[config.mk]
export PLATFORM = sky130hd
export DESIGN_NAME = mux_rr_arbiter
export DESIGN_NICKNAME = d
export VERILOG_FILES = /design/src/rtl/mux_rr_arbiter.sv
export SDC_FILE = /design/constraint.sdc
export NUM_CORES = 1
export LEC_CHECK = 0
export BUFFER_PORTS_ARGS = -buffer_cell sky130_fd_sc_hd__buf_2
export CORE_ASPECT_RATIO = 0.5
export CORE_UTILIZATION = 40
export DETAILED_ROUTE_END_ITERATION = 16
export MAX_ROUTING_LAYER = met4
export PLACE_DENSITY = 0.59
export RECOVER_POWER = 100
export REMOVE_ABC_BUFFERS = 1
export SLEW_MARGIN = 20
export SYNTH_ARGS = -nofsm -noshare
export SYNTH_HDL_FRONTEND = slang
export SYNTH_SLANG_ARGS = --single-unit
[constraint.sdc]
create_clock -name clk -period 4.7 [get_ports clk]
set_clock_uncertainty 0.15 [all_clocks]
set_input_delay 0.235 -clock clk [delete_from_list [all_inputs] [get_ports clk]]
set_output_delay 0.235 -clock clk [all_outputs]
set_load 0.05 [all_outputs]
[src/rtl/mux_rr_arbiter.sv]
// Round-robin arbiter that steers one shared mux8to1 between eight requesters and
// registers the selected beat into a valid/ready output stage. Optional macro ARB_LOCK_EN adds a lock input.
module mux_rr_arbiter #(
    parameter int BURST_LEN = 4,
    parameter int CNT_W     = 4
) (
    input  logic       clk,
    input  logic       rst_n,
    input  logic [7:0] req,
    output logic [7:0] ack,
    output logic [2:0] sel,
    input  logic [3:0] mux_y,
    output logic [3:0] out_data,
    output logic       out_valid,
    input  logic       out_ready,
`ifdef ARB_LOCK_EN
    input  logic       lock,
`endif
    output logic [2:0] owner,
    output logic       busy
);

    // Handshake: a beat is accepted from requester i (ack[i]) in the cycle it is loaded;
    // out_data transfers downstream on any edge where out_valid && out_ready.
    typedef enum logic {IDLE = 1'b0, OWN = 1'b1} state_t;

    localparam logic [CNT_W-1:0] BURST_CNT = CNT_W'(BURST_LEN);
    localparam logic [CNT_W-1:0] LAST_CNT  = CNT_W'(BURST_LEN - 1);

    state_t           state_q, state_d;
    logic [2:0]       ptr_q, ptr_d;
    logic [2:0]       owner_q, owner_d;
    logic [CNT_W-1:0] cnt_q, cnt_d;
    logic             out_valid_q;
    logic [3:0]       out_data_q;

    logic [2:0] cand;
    logic [2:0] idx;
    logic [2:0] sel_c;
    logic       load;
    logic       space;
    logic       lock_w;

`ifdef ARB_LOCK_EN
    assign lock_w = lock;
`else
    assign lock_w = 1'b0;
`endif

    assign space = !out_valid_q || out_ready;

    // Scan from the highest offset down so the requester closest to ptr wins.
    always_comb begin
        cand = 3'd0;
        idx  = 3'd0;
        for (int k = 7; k >= 0; k--) begin
            idx = ptr_q + 3'(k);
            if (req[idx]) cand = idx;
        end
    end

    always_comb begin
        state_d = state_q;
        ptr_d   = ptr_q;
        owner_d = owner_q;
        cnt_d   = cnt_q;
        sel_c   = owner_q;
        load    = 1'b0;
        case (state_q)
            IDLE: begin
                if (|req) begin
                    sel_c = cand;
                    if (space) begin
                        load    = 1'b1;
                        owner_d = cand;
                        if (BURST_LEN == 1) begin
                            ptr_d = cand + 3'd1;
                        end else begin
                            state_d = OWN;
                            cnt_d   = CNT_W'(1);
                        end
                    end
                end
            end
            OWN: begin
                if (!req[owner_q]) begin
                    state_d = IDLE;
                    ptr_d   = owner_q + 3'd1;
                end else if (space) begin
                    load = 1'b1;
                    if (cnt_q < BURST_CNT) cnt_d = cnt_q + CNT_W'(1);
                    // Compare the pre-increment count so a saturated counter cannot wrap past the limit.
                    if (!lock_w && cnt_q >= LAST_CNT) begin
                        state_d = IDLE;
                        ptr_d   = owner_q + 3'd1;
                        cnt_d   = '0;
                    end
                end
            end
            default: state_d = IDLE;
        endcase
        if (!rst_n) load = 1'b0;
    end

    always_ff @(posedge clk or negedge rst_n) begin
        if (!rst_n) begin
            state_q     <= IDLE;
            ptr_q       <= 3'd0;
            owner_q     <= 3'd0;
            cnt_q       <= '0;
            out_valid_q <= 1'b0;
            out_data_q  <= 4'd0;
        end else begin
            state_q <= state_d;
            ptr_q   <= ptr_d;
            owner_q <= owner_d;
            cnt_q   <= cnt_d;
            if (load) begin
                out_valid_q <= 1'b1;
                out_data_q  <= mux_y;
            end else if (out_ready) begin
                out_valid_q <= 1'b0;
            end
        end
    end

    assign sel       = sel_c;
    assign ack       = load ? (8'd1 << sel_c) : 8'd0;
    assign out_data  = out_data_q;
    assign out_valid = out_valid_q;
    assign owner     = owner_q;
    assign busy      = (state_q == OWN);

endmodule

==> flow_summary.ini <==
[sta]
relSlewSlack = 0.393
grt_setup_unrepaired = no
setup_viol = 0
hold_slack_ns = 0.0684
final_max_slew_viol_count = 0
fmax_mhz = 240
period_needed_ns = 4.17
final.setup.tns_ns = 0
final.period_utilization = 0.886
worst_slack_ns = 0.535
hold_viol = 0
tightest_slew_ns = 0.910

[cts]
cts_buffers = 3
cts_tree = built
post_cts_buffers = 0
cts_buffer_depth = 2
h-tree-depth = 1
postCtsHoldBufs = 1
clk_pin_slew_ns = 0.06
cts_sinks = 16
cts_resized = 0
clock_latency_ns = 0.24
cts-root-buf = clkbuf_8

[detailed_routing]
first_pass_iters = 4
post_drt_wl_per_cell_um = 16.0
vias = 1748
via_per_inst = 5.85
ant_nets = 0
drt_iter0_drc = 101
wirelength_mm = 4.77
route.detailed.drc = 0

[critical_path]
slowest_delay_ns = 0.59
crit_required_ns = 4.32
r2r_end = owner[2]
r2r_slack_ns = 1.73
critPathArrivalTime_ns = 3.78
cp-start-kind = flop
cp_cell_sequence = inv_1 -> ha_1 -> mux2_1 -> mux2_2 -> o311ai_0 -> o31a_1 -> nor3_1 -> o32a_1 -> nor4_2 -> clkbuf_1
endpoint_kind = primary output
r2r_start = ptr_q[1]
cp_max_fo = 12
slowest_stage = ha_1
worst-setup-path-type = reg2out
reg2reg_depth = 8

[logic_synthesis]
synth_cells = 208
ys_ff_latch = 16
synth_ff_type = dfrtp_1
synthDistinctLibCells = 55
async_flop_share = 1.00
syn-mean-instance-area_um2 = 9.16
ys_warn_count = 0
synth_edf_count = 0
netlist_area_mm2 = 0.00190
ys_seq_area_frac = 0.210

[finish]
finalNetCount = 253
utilization = 0.477
num_antenna_cells = 0
drive_gt1_frac = 0.258
n_fill_cell = 432
final_cell_mix = 25 x nand2_1, 19 x buf_2, 16 x dfrtp_1
final_common_cell = nand2_1
area_growth_pct = 12.4

[global_routing]
grt_pass1_vias = 1638
grt_antenna_before_repair = 0
gr-usage-all-layers = 0.211
grt_pass1_wl_mm = 8.22
grt-ovfl-total = 0
grt_max_degree = 20

[min_path]
worstHoldStart = mux_y[1]
worstHoldPathType = in2reg
min_path_cells = 2
hold_end = out_data[1]

[floorplanning]
rows = 17
die_h_um = 50.8
initial_core_util = 0.424
die_w_um = 99.6
core_mm2 = 0.00449
io_pins = 35
die_area_mm2 = 0.00506

[placed_design]
place_ws_ns = 0.991
place_congestion = 0.883
dp_hpwl_mm = 3.55
port_buffers = 34

[run]
cap_violations = 0

[outcome]
status = completed
cell type report:
| class | count | area, µm² | area share |
|---|---|---|---|
| sequential | 16 | 400 | 0.187 |
| multi-input combinational | 165 | 1370 | 0.642 |
| tap | 66 | 82.6 | 0.0386 |
| timing repair buffer | 39 | 194 | 0.0906 |
| clock buffer | 4 | 55.1 | 0.0257 |
| inverter | 9 | 33.8 | 0.0158 |
cell usage after synthesis (2+ instances only):
cell      count  share of area
mux2_2       12          0.071
dfrtp_1      16           0.21
clkbuf_1      9          0.018
nor2b_1       3         0.0099
nor3_1        4          0.011
a31oi_1       3         0.0099
and4bb_2      2          0.013
a221oi_1      2         0.0092
a21oi_1      10          0.026
nand4_1       2         0.0066
ha_1          4          0.026
and2_1        3         0.0099
buf_6         2          0.012
mux4_2       11           0.13
nand3_1       3         0.0079
xnor2_1       3          0.014
inv_1         9          0.018
a211oi_1      4          0.016
o21ai_0      13          0.034
nor4b_2       2          0.016
nand2_1      25          0.049
mux2i_1      13          0.068
o32a_1        2          0.011
buf_2         6          0.016
o21bai_1      3          0.012
nand3b_1      2         0.0079
nand2b_1      4          0.013
nor4_1        2         0.0066
nor2_1        8          0.016
stage by stage:
stage / area, µm² / instances
6_report: 2140 / 299
3_3_place_gp: 2100 / 294
3_5_place_dp: 2100 / 294
2_1_floorplan: 1810 / 190
5_1_grt: 2140 / 299
4_1_cts: 2160 / 299
worst max-delay path by stage:
stage	startpoint	endpoint	slack [ns]	cells after the start
4_1_cts	ptr_q[1]	ack[0]	0.72	10
6_report	ptr_q[1]	ack[2]	0.53	10
3_3_place_gp	ptr_q[1]	ack[0]	1.10	10
3_5_place_dp	ptr_q[1]	ack[0]	0.99	10
2_1_floorplan	ptr_q[0]	ack[3]	-0.55	9
5_1_grt	ptr_q[1]	ack[7]	0.23	9
kinds of logic (layout without fill, tap and decap cells):
| family | count (synthesis) | in the layout | share of synthesized area |
|---|---|---|---|
| xor gates and xnor gates | 5 | 5 | 0.0329 |
| adders and majority gates | 4 | 4 | 0.0263 |
| muxes | 36 | 36 | 0.269 |
| AOI/OAI and AO/OA | 53 | 53 | 0.197 |
| and+or+nand+nor | 67 | 67 | 0.199 |
| DFF | 16 | 16 | 0.210 |
| buffers and inverters | 27 | 52 | 0.0650 |
critical path, delay by kind of cell (launching register included):
kind                     cells  cell delay [ns]
flip-flops                   1             0.34
buffers and inverters        2             0.61
multiplexers                 2             0.71
AO/OA/AOI/OAI                3             0.95
AND/OR/NAND/NOR              2             0.34
adder cells (fa/ha/maj)      1             0.59
metal layers:
| layer | routed length, µm | vias up | share of wire | GRT usage |
|---|---|---|---|---|
| met4 | 50 | 0 | 0.010 | 0.0490 |
| met1 | 2370 | 859 | 0.50 | 0.294 |
| li1 | - | 839 | - | - |
| met5 | 0 | - | 0 | - |
| met3 | 145 | 6 | 0.030 | 0.0153 |
| met2 | 2210 | 44 | 0.46 | 0.340 |
sequential cells by signal (all words and copies together), names as in the netlist:
name	flops
busy	1
cnt_q	4
out_data	4
out_valid	1
owner	3
ptr_q	3
Power is not shown: default switching activity piles up to over one toggle a cycle in this logic, so the estimate is an artifact.
